==> config.mk <==
export PLATFORM = sky130hd
export DESIGN_NAME = id_stage_flat
export DESIGN_NICKNAME = d
export VERILOG_FILES = /design/src/rtl/mips_pkg.sv /design/src/rtl/id_stage_if.sv /design/src/rtl/id_decoder.sv /design/src/rtl/id_stage.sv /design/src/flat_wrapper.sv
export SDC_FILE = /design/constraint.sdc
export NUM_CORES = 1
export LEC_CHECK = 0
export BUFFER_PORTS_ARGS = -buffer_cell sky130_fd_sc_hd__buf_2
export CORE_AREA = 2 2 103 105
export DETAILED_ROUTE_END_ITERATION = 10
export DIE_AREA = 0 0 105 107
export PLACE_DENSITY = 0.8
export SYNTH_ARGS = -nofsm -noshare
export SYNTH_HDL_FRONTEND = slang
export SYNTH_SLANG_ARGS = --single-unit
==> constraint.sdc <==
create_clock -name iClk -period 3.1 [get_ports iClk]
set_input_delay 0.155 -clock iClk [delete_from_list [all_inputs] [get_ports iClk]]
set_output_delay 0.155 -clock iClk [all_outputs]
set_load 0.02 [all_outputs]
==> src/rtl/mips_pkg.sv <==
// Shared MIPS constants, opcode encodings and the decode/ID-EX bundle types.
package mips_pkg;

    localparam int DATA_W   = 32;
    localparam int RF_REG_W = 5;
    localparam int OP_W     = 6;
    localparam int IMM_W    = 16;

    localparam logic [OP_W-1:0] OP_RTYPE = 6'h00;
    localparam logic [OP_W-1:0] OP_J     = 6'h02;
    localparam logic [OP_W-1:0] OP_BEQ   = 6'h04;
    localparam logic [OP_W-1:0] OP_ADDI  = 6'h08;
    localparam logic [OP_W-1:0] OP_SLTI  = 6'h0A;
    localparam logic [OP_W-1:0] OP_ANDI  = 6'h0C;
    localparam logic [OP_W-1:0] OP_ORI   = 6'h0D;
    localparam logic [OP_W-1:0] OP_LW    = 6'h23;
    localparam logic [OP_W-1:0] OP_SW    = 6'h2B;

    typedef struct packed {
        logic regWr;
        logic memRd;
        logic memWr;
    } ctrlBundle_t;

    typedef struct packed {
        logic                valid;
        logic [OP_W-1:0]     op;
        logic [OP_W-1:0]     funct;
        logic [DATA_W-1:0]   rsData;
        logic [DATA_W-1:0]   rtData;
        logic [DATA_W-1:0]   imm;
        logic [RF_REG_W-1:0] dstReg;
        ctrlBundle_t         ctrl;
    } idEx_t;

    typedef enum logic [1:0] {
        RUN    = 2'd0,
        BUBBLE = 2'd1,
        HOLD   = 2'd2
    } idState_e;

    function automatic logic [DATA_W-1:0] extendImm(input logic [IMM_W-1:0] imm,
                                                    input logic zeroExt);
        return zeroExt ? {{(DATA_W-IMM_W){1'b0}}, imm}
                       : {{(DATA_W-IMM_W){imm[IMM_W-1]}}, imm};
    endfunction

endpackage

==> src/rtl/id_stage_if.sv <==
// ID stage bus: fetch handshake, register-file read port, writeback snoop and ID/EX entry.
interface id_stage_if;
    import mips_pkg::*;

    logic                iInstrValid;
    logic [DATA_W-1:0]   iInstr;
    logic                oInstrReady;

    logic [RF_REG_W-1:0] oRfReg1;
    logic [RF_REG_W-1:0] oRfReg2;
    logic [DATA_W-1:0]   iRfData1;
    logic [DATA_W-1:0]   iRfData2;

    logic                iWbRegWr;
    logic [RF_REG_W-1:0] iWbReg;
    logic [DATA_W-1:0]   iWbData;

    logic                iFlush;
    logic                iExReady;

    logic                oExValid;
    logic [OP_W-1:0]     oExOp;
    logic [OP_W-1:0]     oExFunct;
    logic [DATA_W-1:0]   oExRsData;
    logic [DATA_W-1:0]   oExRtData;
    logic [DATA_W-1:0]   oExImm;
    logic [RF_REG_W-1:0] oExDstReg;
    logic                oExRegWr;
    logic                oExMemRd;
    logic                oExMemWr;

    modport slave (
        input  iInstrValid, iInstr, iRfData1, iRfData2,
        input  iWbRegWr, iWbReg, iWbData, iFlush, iExReady,
        output oInstrReady, oRfReg1, oRfReg2,
        output oExValid, oExOp, oExFunct, oExRsData, oExRtData, oExImm,
        output oExDstReg, oExRegWr, oExMemRd, oExMemWr
    );

    modport master (
        output iInstrValid, iInstr, iRfData1, iRfData2,
        output iWbRegWr, iWbReg, iWbData, iFlush, iExReady,
        input  oInstrReady, oRfReg1, oRfReg2,
        input  oExValid, oExOp, oExFunct, oExRsData, oExRtData, oExImm,
        input  oExDstReg, oExRegWr, oExMemRd, oExMemWr
    );

endinterface

==> src/rtl/id_decoder.sv <==
// Combinational MIPS decode: control bits, destination register and extended immediate.
module id_decoder
    import mips_pkg::*;
(
    input  logic [OP_W-1:0]     op,
    input  logic [RF_REG_W-1:0] rt,
    input  logic [RF_REG_W-1:0] rd,
    input  logic [IMM_W-1:0]    imm16,
    output ctrlBundle_t         ctrl,
    output logic [RF_REG_W-1:0] dstReg,
    output logic [DATA_W-1:0]   imm
);

    logic zeroExt;

    // Non-writing instructions report dstReg=0 so a stale rt never looks like a producer.
    always_comb begin
        ctrl    = '0;
        dstReg  = '0;
        zeroExt = 1'b0;
        case (op)
            OP_RTYPE: begin
                ctrl.regWr = 1'b1;
                dstReg     = rd;
            end
            OP_LW: begin
                ctrl.regWr = 1'b1;
                ctrl.memRd = 1'b1;
                dstReg     = rt;
            end
            OP_SW: begin
                ctrl.memWr = 1'b1;
            end
            OP_ADDI, OP_SLTI: begin
                ctrl.regWr = 1'b1;
                dstReg     = rt;
            end
            OP_ANDI, OP_ORI: begin
                ctrl.regWr = 1'b1;
                dstReg     = rt;
                zeroExt    = 1'b1;
            end
            default: ;
        endcase
        if (dstReg == '0)
            ctrl.regWr = 1'b0;
        imm = extendImm(imm16, zeroExt);
    end

endmodule

==> src/rtl/id_stage.sv <==
// MIPS decode stage: ID/EX register with load-use bubble, EX backpressure and flush.
// Optional ID_WB_BYPASS_EN forwards the writeback port onto the operands at load.
module id_stage
    import mips_pkg::*;
(
    input  logic    iClk,
    input  logic    iReset_n,
    id_stage_if.slave bus
);

    logic [OP_W-1:0]     op;
    logic [RF_REG_W-1:0] rs;
    logic [RF_REG_W-1:0] rt;
    logic [RF_REG_W-1:0] rd;
    logic [IMM_W-1:0]    imm16;
    logic [OP_W-1:0]     funct;

    assign op    = bus.iInstr[31:26];
    assign rs    = bus.iInstr[25:21];
    assign rt    = bus.iInstr[20:16];
    assign rd    = bus.iInstr[15:11];
    assign imm16 = bus.iInstr[15:0];
    assign funct = bus.iInstr[5:0];

    assign bus.oRfReg1 = rs;
    assign bus.oRfReg2 = rt;

    ctrlBundle_t         decCtrl;
    logic [RF_REG_W-1:0] decDst;
    logic [DATA_W-1:0]   decImm;

    id_decoder uDec (
        .op     (op),
        .rt     (rt),
        .rd     (rd),
        .imm16  (imm16),
        .ctrl   (decCtrl),
        .dstReg (decDst),
        .imm    (decImm)
    );

    logic [DATA_W-1:0] rsData;
    logic [DATA_W-1:0] rtData;

`ifdef ID_WB_BYPASS_EN
    logic wbHit1;
    logic wbHit2;
    assign wbHit1 = bus.iWbRegWr && (bus.iWbReg != '0) && (bus.iWbReg == rs);
    assign wbHit2 = bus.iWbRegWr && (bus.iWbReg != '0) && (bus.iWbReg == rt);
    assign rsData = wbHit1 ? bus.iWbData : bus.iRfData1;
    assign rtData = wbHit2 ? bus.iWbData : bus.iRfData2;
`else
    // Register file owns write/read collisions; the writeback port is not observed here.
    logic unusedWb;
    assign unusedWb = ^{bus.iWbRegWr, bus.iWbReg, bus.iWbData};
    assign rsData   = bus.iRfData1;
    assign rtData   = bus.iRfData2;
`endif

    idEx_t    exReg;
    idEx_t    exNext;
    idEx_t    exLoad;
    idState_e state;
    idState_e stateNext;
    logic     hazard;
    logic     ready;
    logic     accept;

    assign hazard = exReg.valid && exReg.ctrl.memRd && (exReg.dstReg != '0) &&
                    ((exReg.dstReg == rs) || (exReg.dstReg == rt));
    assign ready  = (!exReg.valid || bus.iExReady) && !hazard;
    assign accept = bus.iInstrValid && ready && !bus.iFlush;

    always_comb begin
        exLoad        = '0;
        exLoad.valid  = 1'b1;
        exLoad.op     = op;
        exLoad.funct  = funct;
        exLoad.rsData = rsData;
        exLoad.rtData = rtData;
        exLoad.imm    = decImm;
        exLoad.dstReg = decDst;
        exLoad.ctrl   = decCtrl;
    end

    always_ff @(posedge iClk or negedge iReset_n) begin
        if (!iReset_n) begin
            state <= RUN;
            exReg <= '0;
        end else begin
            state <= stateNext;
            exReg <= exNext;
        end
    end

    // A bubble or a consumed-but-not-refilled entry both clear the whole register.
    always_comb begin
        stateNext = state;
        exNext    = exReg;
        if (bus.iFlush) begin
            stateNext = RUN;
            exNext    = '0;
        end else begin
            if (accept)
                exNext = exLoad;
            else if (!exReg.valid || bus.iExReady)
                exNext = '0;
            case (state)
                RUN: begin
                    if (hazard && bus.iExReady)
                        stateNext = BUBBLE;
                    else if (exReg.valid && !bus.iExReady)
                        stateNext = HOLD;
                end
                BUBBLE:  stateNext = RUN;
                HOLD: begin
                    if (bus.iExReady)
                        stateNext = RUN;
                end
                default: stateNext = RUN;
            endcase
        end
    end

    assign bus.oInstrReady = ready;
    assign bus.oExValid    = exReg.valid;
    assign bus.oExOp       = exReg.op;
    assign bus.oExFunct    = exReg.funct;
    assign bus.oExRsData   = exReg.rsData;
    assign bus.oExRtData   = exReg.rtData;
    assign bus.oExImm      = exReg.imm;
    assign bus.oExDstReg   = exReg.dstReg;
    assign bus.oExRegWr    = exReg.ctrl.regWr;
    assign bus.oExMemRd    = exReg.ctrl.memRd;
    assign bus.oExMemWr    = exReg.ctrl.memWr;

endmodule

==> src/flat_wrapper.sv <==
// flat-port wrapper written by rule: the top's interface ports become plain ports
module id_stage_flat import mips_pkg::*;
  (iClk, iReset_n, bus_iInstrValid, bus_iInstr, bus_iRfData1, bus_iRfData2, bus_iWbRegWr, bus_iWbReg, bus_iWbData, bus_iFlush, bus_iExReady, bus_oInstrReady, bus_oRfReg1, bus_oRfReg2, bus_oExValid, bus_oExOp, bus_oExFunct, bus_oExRsData, bus_oExRtData, bus_oExImm, bus_oExDstReg, bus_oExRegWr, bus_oExMemRd, bus_oExMemWr);
  id_stage_if bus_i ();
  input  logic iClk;
  input  logic iReset_n;
  input wire logic [$bits(bus_i.iInstrValid)-1:0] bus_iInstrValid;
  input wire logic [$bits(bus_i.iInstr)-1:0] bus_iInstr;
  input wire logic [$bits(bus_i.iRfData1)-1:0] bus_iRfData1;
  input wire logic [$bits(bus_i.iRfData2)-1:0] bus_iRfData2;
  input wire logic [$bits(bus_i.iWbRegWr)-1:0] bus_iWbRegWr;
  input wire logic [$bits(bus_i.iWbReg)-1:0] bus_iWbReg;
  input wire logic [$bits(bus_i.iWbData)-1:0] bus_iWbData;
  input wire logic [$bits(bus_i.iFlush)-1:0] bus_iFlush;
  input wire logic [$bits(bus_i.iExReady)-1:0] bus_iExReady;
  output wire logic [$bits(bus_i.oInstrReady)-1:0] bus_oInstrReady;
  output wire logic [$bits(bus_i.oRfReg1)-1:0] bus_oRfReg1;
  output wire logic [$bits(bus_i.oRfReg2)-1:0] bus_oRfReg2;
  output wire logic [$bits(bus_i.oExValid)-1:0] bus_oExValid;
  output wire logic [$bits(bus_i.oExOp)-1:0] bus_oExOp;
  output wire logic [$bits(bus_i.oExFunct)-1:0] bus_oExFunct;
  output wire logic [$bits(bus_i.oExRsData)-1:0] bus_oExRsData;
  output wire logic [$bits(bus_i.oExRtData)-1:0] bus_oExRtData;
  output wire logic [$bits(bus_i.oExImm)-1:0] bus_oExImm;
  output wire logic [$bits(bus_i.oExDstReg)-1:0] bus_oExDstReg;
  output wire logic [$bits(bus_i.oExRegWr)-1:0] bus_oExRegWr;
  output wire logic [$bits(bus_i.oExMemRd)-1:0] bus_oExMemRd;
  output wire logic [$bits(bus_i.oExMemWr)-1:0] bus_oExMemWr;
  assign bus_i.iInstrValid = bus_iInstrValid;
  assign bus_i.iInstr = bus_iInstr;
  assign bus_i.iRfData1 = bus_iRfData1;
  assign bus_i.iRfData2 = bus_iRfData2;
  assign bus_i.iWbRegWr = bus_iWbRegWr;
  assign bus_i.iWbReg = bus_iWbReg;
  assign bus_i.iWbData = bus_iWbData;
  assign bus_i.iFlush = bus_iFlush;
  assign bus_i.iExReady = bus_iExReady;
  assign bus_oInstrReady = bus_i.oInstrReady;
  assign bus_oRfReg1 = bus_i.oRfReg1;
  assign bus_oRfReg2 = bus_i.oRfReg2;
  assign bus_oExValid = bus_i.oExValid;
  assign bus_oExOp = bus_i.oExOp;
  assign bus_oExFunct = bus_i.oExFunct;
  assign bus_oExRsData = bus_i.oExRsData;
  assign bus_oExRtData = bus_i.oExRtData;
  assign bus_oExImm = bus_i.oExImm;
  assign bus_oExDstReg = bus_i.oExDstReg;
  assign bus_oExRegWr = bus_i.oExRegWr;
  assign bus_oExMemRd = bus_i.oExMemRd;
  assign bus_oExMemWr = bus_i.oExMemWr;
  id_stage u_core (.iClk(iClk), .iReset_n(iReset_n), .bus(bus_i));
endmodule
# == Word-level counts from Yosys, hierarchy flattened ==
# Cells that the tools add are included.
# totals
register_bits,117
input_bits,139
output_inout_bits,128
word_cells,46
# classes
eq_ne,8
n_mux,10
n_reduce_logical,18
# ops
cell,n
2-to-1 mux 117 bit,3
2-to-1 mux 32 bit,1
"== test 6 x 4 -> 1 bit, second input constant",4
"== test 6 bit, second input constant",2
== test 5 bit,2
case mux 5 bit (2 select lines),1
logical AND 1 bit,6
zero test 6 bit,1
OR reduction 6 bit,1
zero test 5 bit,1
2-to-1 mux 1 bit,5
nonzero test 5 bit,1
OR reduction 5 bit,1
zero test 1 bit,3
nonzero test 3 bit,1
logical OR 1 bit,2
OR reduction 2 bit,1

# == Longest topological paths before layout ==
# Gate-level depths: netlist of the first run.
# logic_depth
ltp_word,9
depth_mapped,8
mapped_depth_nobuf,5

# == Hierarchy ==
# A second synthesis of the first run with hierarchy kept.
# unflattened
hier_cells,624
hier_area_um2,5944.5
# modules_own_cells
module,instances,cells_each,area_per_inst_um2,seq_area_each_um2
id_stage,1,563,5519.0,2927.8
id_decoder,1,61,425.4,0.0

# == Least setup slack after synthesis of the first run ==
# Ideal clock, no wire load.
# synth_timing
path_type,register -> register
start,"reg u_core.exReg, in the netlist u_core.bus.oExDstReg[2]"
end,"reg u_core.exReg, in the netlist u_core.bus.oExRsData[10]"
setup_ns,0.121
t_arrival_ns,1.802
t_required_ns,2.979
slack_ns,1.177
path_stages_with_launch,9
path_buffers,3
period_less_slack_ns,1.923
path_cell_list,dfrtp_1 -> xor2_1 -> nor3_1 -> a22oi_1 -> o311a_1 -> buf_4 -> buf_8 -> buf_8 -> a22o_1
# synth_between
elab_chain_cells,9
word_cells_on_any_way,13
classes_between,eq/ne (2); mux (2); reduce/logical (9)
# synth_lines
element,line_no,source
start: declaration,id_stage.sv:60,idEx_t exReg;
start signal: assignment,id_stage.sv:92,exReg <= exNext;
== test 5 bit / nonzero test 5 bit (equally long branches),"id_stage.sv:70, id_stage.sv:69",
logical OR 1 bit / logical AND 1 bit (equally long branches),"id_stage.sv:70, id_stage.sv:69",
logical AND 1 bit *,id_stage.sv:69,assign hazard = exReg.valid && exReg.ctrl.memRd && (exReg.dstReg != '0) &&
zero test 1 bit *,id_stage.sv:71,assign ready = (!exReg.valid || bus.iExReady) && !hazard;
logical AND 1 bit *,id_stage.sv:71,
logical AND 1 bit * (2 in a row),id_stage.sv:72,assign accept = bus.iInstrValid && ready && !bus.iFlush;
2-to-1 mux 117 bit,id_stage.sv:104,if (accept)
2-to-1 mux 117 bit,id_stage.sv:100,if (bus.iFlush) begin
# Mark *: on every way between the ends. The rest lies on a longest branch, timed or not.
# A chain may end at the register's enable or synchronous reset.

# == Worst setup path after layout of the first run ==
# layout_timing
start,"reg u_core.exReg, in the netlist u_core.bus.oExDstReg[0]"
end,"reg u_core.exReg, in the netlist u_core.bus.oExRsData[25]"
# Same word-level chain as after synthesis.

==> results.toml, run 1 <==
[place]
dp_hpwl_um = 7350
dp.cells = 609
port_buffers = 228
dp_slack_ns = 0.824
placed_area_um2 = 4950
gp_congestion = 0.782

[finish]
layout_commonest_cell = "buf_2"
area_delta_synth_final_pct = 41.3
drive_gt1_share_pct = 47.1
fillers = 824
seq_area_um2 = 2400
fin_nets = 665
final_area_um2 = 5550
multi_input_area_um2 = 1160
mostFrequentLayoutCells = "buf_2, a22o_1, dfrtp_1"
utilization_pct = 55.0
instances_no_fill = 665
diodes = 0

[critical_path]
worstSetupEndpointType = "flip-flop"
slowest_delay_ns = 0.53
worstPathRequired_ns = 3.39
rr_worst_depth = 5
critPathMaxFanout = 37
crit_chain = "or4_1, o21ai_1, o311a_4, buf_4, a22o_1"
path_class = "flip-flop to flip-flop"
cpMaxStageDelayCell = "or4_1"
cp-start-kind = "flip-flop"
r2r_setup_slack_ns = 0.80
cp.arrival_ns = 2.59

[logic_synthesis]
synth_area_um2 = 3930
ys_ff_latch = 96
yosys_warnings = 0
synth.distinct_cells = 26
synthArstFlopShare_pct = 100
synth_edf_count = 0
avgSynthCellArea_um2 = 13.5
netlist_instances = 292
synth_nets = 431
ys_seq_area_share_pct = 61.1
ys.flop_type = "dfrtp_1"

[floorplanning]
num_io_pins = 267
die_area_um2 = 11200
die-width_um = 105
fp.dieH_um = 107
core_area_um2 = 10100
start_util_pct = 38.9
num_rows = 37

[job]
maxCapViolCount = 0

[run_status]
status = "complete, no violations"

[clock_tree]
cts_tree = "yes"
root_buffer = "clkbuf_8"
h-tree-depth = 3
cts_buffers = 9
clkTransAtPathRegs_ns = 0.09
max-clock-path-buffers = 2
clk_latency_ns = 0.36
cts_sinks = 96

[detailed_routing]
routed_wl_um = 11200
antenna_left = 0
vias = 3373
wl_per_cell_um = 16.9
drc = 0
via_per_inst = 5.07
first_iter_violations = 240
first_pass_iters = 4

[sta]
fin_skew_ns = 0.0141
rsz0062_at_grt = "no"
worst_slack_ns = 0.802
hold_viol = 0
setup_tns_ns = 0
drv_slew = 0
fin_crit_ns = 2.30
slew_headroom_pct = 42.6
max_freq_ghz = 0.435
setup_violations = 0
finalCritPeriodShare_pct = 74.1
worst_pin_slew_ns = 0.861

[grt]
grt_max_degree = 70
antenna_found_initial = 0
grt_first_pass_wirelength_um = 17500
grt_usage_pct = 19.9
grt_overflow = 0
grt_pass1_vias = 3408

[min_path]
min_path_cells = 2
min_path_type = "input pin to flip-flop"

[power_and_ir_drop]
cellLeakagePower_nw = 3.14
peakVddDrop_v = 0.000220
powerDensity_nw_per_um2 = 462
[area by class of cell]
| class | instances | share of cell area, % |
|---|---|---|
| multi-input combinational | 142 | 20.9 |
| tap | 136 | 3.07 |
| clock buffer | 11 | 2.55 |
| timing repair buffer | 275 | 29.3 |
| sequential | 96 | 43.3 |
| clock inverter | 3 | 0.789 |
| inverter | 2 | 0.135 |
[per-layer routing]
metal | vias to the layer above | routed length, µm | GRT usage, %
met5 | - | 0 | 0
met4 | 0 | 178 | 7.90
met2 | 174 | 5680 | 34.8
met3 | 15 | 759 | 4.13
met1 | 1654 | 4600 | 24.0
li1 | 1530 | - | -
[sequential cells by signal (all words and copies together), names as in the netlist]
| register | flops |
|---|---|
| u_core.bus.oExRegWr | 1 |
| u_core.bus.oExDstReg | 5 |
| u_core.bus.oExValid | 1 |
| u_core.bus.oExImm | 17 |
| u_core.bus.oExMemRd | 1 |
| u_core.bus.oExOp | 6 |
| u_core.bus.oExMemWr | 1 |
| u_core.bus.oExRtData | 32 |
| u_core.bus.oExRsData | 32 |
[per-stage QoR]
stage / total power, mW / hold WS (ns)
global route: 2.69 / 0.00194
detailed placement: 1.75 / 0.327
finish: 2.56 / 0.0231
CTS: 2.59 / 0.0000732
floorplan: 1.59 / -0.141
global placement: 1.74 / 0.310
[power by group]
| group | total [mW] | internal, mW | switching, mW | leakage [nW] |
|---|---|---|---|---|
| Sequential | 1.34 | 1.30 | 0.0346 | 1.30 |
| Clock | 0.789 | 0.387 | 0.403 | 0.0952 |
| Combinational | 0.434 | 0.184 | 0.250 | 1.74 |
| Total | 2.56 | 1.88 | 0.688 | 3.14 |
[cells by family after synthesis]
logic type,count (synthesis),synth area share (%)
compound gates,107,23.6
flops,96,61.1
buf+inv,54,9.81
simple gates,25,3.22
xor+xnor,10,2.23
[cell usage after synthesis (2+ instances only)]
cell type  count  share of area [%]
a22o_1        98                 22
inv_1          2               0.19
buf_8          5                1.9
xor2_1        10                2.2
nor3_1         6               0.76
clkbuf_1      10               0.96
nor2_1         7               0.67
a32o_1         3               0.76
buf_2          5               0.64
nand2_1        4               0.38
buf_4         32                6.1
dfrtp_1       96                 61
[worst max-delay path: cells and delay by family, from the launching register on]
kind / cells / cell delay (ns)
flip-flops: 1 / 0.45
AO/OA/AOI/OAI: 3 / 0.92
buffers and inverters: 1 / 0.31
AND/OR/NAND/NOR: 1 / 0.53
[worst paths after layout]
path,start,to
worst max register to register,u_core.bus.oExDstReg[0]$_DFFE_PN0P_,u_core.bus.oExRsData[25]$_DFFE_PN0P_
worst min register to register,u_core.bus.oExMemWr$_DFFE_PN0P_,u_core.bus.oExMemWr$_DFFE_PN0P_
worst min-delay path,bus_iRfData1[3],u_core.bus.oExRsData[3]$_DFFE_PN0P_
max in group asynchronous,iReset_n,u_core.bus.oExRsData[31]$_DFFE_PN0P_
min in group asynchronous,iReset_n,u_core.bus.oExRtData[26]$_DFFE_PN0P_
worst max-delay path,u_core.bus.oExDstReg[0]$_DFFE_PN0P_,u_core.bus.oExRsData[25]$_DFFE_PN0P_
[repair_timing]
item                                   CTS  global route
gates resized for setup                  0             0
hold buffers                            38             4
endpoints found under the hold margin  104             4
buffers inserted                         0             0
No activity file was read; power rests on OpenSTA's default activity.
==> inputs of run 2 (changes only) <==
- CORE_AREA: 2 2 103 105 -> default
- CORE_ASPECT_RATIO: default -> 1.75
- CORE_MARGIN: default -> 2
- CORE_UTILIZATION: default -> 38
- DIE_AREA: 0 0 105 107 -> default
- PLACE_DENSITY: 0.8 -> 0.81
- clock period: 3.1 -> 2.1 ns (I/O delays scaled with it)
==> run 2 against run 1 <==
Effect of this change:
- sequential power is 48% higher
- critical path type is now flip-flop to primary output
- largest power group unchanged
- global-route usage is 2.1 points higher
- clock-buffer cell count is 1 lower
- non-clock buffer count is 32 higher
==> results.toml, run 2 (synthesized netlist as in run 1, its figures left out) <==
[clock_tree]
cts_sinks = 96
h-tree-depth = 3
cts_buffers = 9
clkTransAtPathRegs_ns = 0.07
max-clock-path-buffers = 2
root_buffer = "clkbuf_16"
clk_latency_ns = 0.34
cts_tree = "yes"

[critical_path]
r2r_end = "u_core.bus.oExRtData[9]$_DFFE_PN0P_"
r2r-start = "u_core.bus.oExDstReg[0]$_DFFE_PN0P_"
worstPathRequired_ns = 2.00
cp-start-kind = "flip-flop"
critPathMaxFanout = 5
r2r_setup_slack_ns = 0.12
cp.arrival_ns = 1.91
path_class = "flip-flop to primary output"
worstSetupEndpointType = "primary output"
cp-startpoint = "u_core.bus.oExDstReg[0]$_DFFE_PN0P_"
rr_worst_depth = 5

[detailed_routing]
antenna_left = 0
routed_wl_um = 12400
via_per_inst = 5.22
wl_per_cell_um = 17.9
vias = 3603
first_iter_violations = 165
first_pass_iters = 4
drc = 0

[power_and_ir_drop]
powerDensity_nw_per_um2 = 743
power_mw = 4.49
cellLeakagePower_nw = 3.36
peakVddDrop_v = 0.000493

[sta]
hold_viol = 0
setup_violations = 0
slew_headroom_pct = 61.8
rsz0062_at_grt = "no"
worst_slack_ns = 0.0884
setup_tns_ns = 0
drv_slew = 0
fin_crit_ns = 2.01
finalCritPeriodShare_pct = 95.8
hold_slack_ns = 0.0162
max_freq_ghz = 0.497
fin_skew_ns = 0.0104
worst_pin_slew_ns = 0.573

[finish]
drive_gt1_share_pct = 45.1
instances_no_fill = 690
mostFrequentLayoutCells = "buf_2, a22o_1, dfrtp_1"
fillers = 805
fin_nets = 697
area_delta_synth_final_pct = 54.0
diodes = 0
layout_commonest_cell = "buf_2"

[min_path]
min_path_cells = 2
min_to = "u_core.bus.oExRsData[30]$_DFFE_PN0P_"
min_path_type = "input pin to flip-flop"
hp-start = "bus_iRfData1[30]"

[place]
port_buffers = 228
dp_hpwl_um = 7650
dp_slack_ns = 0.0890
gp_congestion = 0.851
dp.cells = 601

[grt]
grt_max_degree = 96
grt_pass1_vias = 3788
grt_overflow = 0
antenna_found_initial = 0
grt_first_pass_wirelength_um = 19200
grt_usage_pct = 22.0

[floorplanning]
start_util_pct = 38.6
fp.dieH_um = 139
num_io_pins = 267
die_area_um2 = 11200
die-width_um = 80.9
core_area_um2 = 10200
num_rows = 49

[run_status]
status = "complete, no violations"

[job]
maxCapViolCount = 0
run 2: cell types whose count changed in the layout (fill, tap and decap cells not counted):
| cell | previous run | this run |
|---|---|---|
| o21ai_1 | 1 | 0 |
| buf_12 | 2 | 5 |
| dlygate4sd3_1 | 42 | 73 |
| inv_8 | 0 | 1 |
| bufinv_16 | 1 | 2 |
| clkbuf_16 | 0 | 9 |
| inv_6 | 0 | 2 |
| o21ai_2 | 0 | 1 |
| clkbuf_8 | 10 | 1 |
| clkinv_2 | 1 | 0 |
| buf_4 | 4 | 2 |
| clkbuf_1 | 1 | 0 |
run 2: timing repair:
action	4_1_cts	5_1_grt
buffers inserted	0	0
gates resized for setup	1	0
hold buffers	73	0
hold endpoints to repair	116	0
setup endpoints to repair	1	0
run 2: worst max-delay path by stage:
stage | to | slack, ns | cells after the start
final | bus_oInstrReady | 0.09 | 5
after global routing | u_core.bus.oExValid$_DFFE_PN0P_ | 0.004 | 6
after CTS | bus_oInstrReady | 0.07 | 5
after detailed placement | u_core.bus.oExRtData[8]$_DFFE_PN0P_ | 0.09 | 5
after global placement | u_core.bus.oExImm[30]$_DFFE_PN0P_ | 0.13 | 5
after floorplan | u_core.bus.oExRtData[10]$_DFFE_PN0P_ | 0.18 | 8
run 2: layout make-up:
class	instances	area [µm²]	area share, %
Clock buffer	10	239	3.95
Inverter	2	7.51	0.124
Multi-Input combinational cell	142	1160	19.2
Tap cell	127	159	2.63
Clock inverter	6	97.6	1.61
Sequential cell	96	2400	39.7
Timing Repair Buffer	307	1980	32.8
run 2: through the flow:
stage	util, %	area, µm²
after CTS	59.5	6050
after global placement	48.9	4980
after global routing	59.5	6050
after detailed placement	48.9	4980
final	59.5	6050
after floorplan	-	3930
run 2: layer usage:
metal  share of wire (%)  GRT usage (%)
met1                  37           25.0
met2                  54           38.2
met3                 6.7           5.29
met4                 2.6           9.72
met5                   0              0
run 2: worst max-delay path: stages (launching register included):
cell and delay [ns]:
dfrtp_1 0.43, or4_1 0.55, o21ai_2 0.22, o21ai_0 0.12
nand2_1 0.09, buf_2 0.16
run 2: where the power goes:
| part | switching, mW | internal (mW) |
|---|---|---|
| logic | 0.389 | 0.318 |
| clock network | 0.712 | 1.10 |
| registers | 0.0511 | 1.93 |
| total | 1.15 | 3.34 |
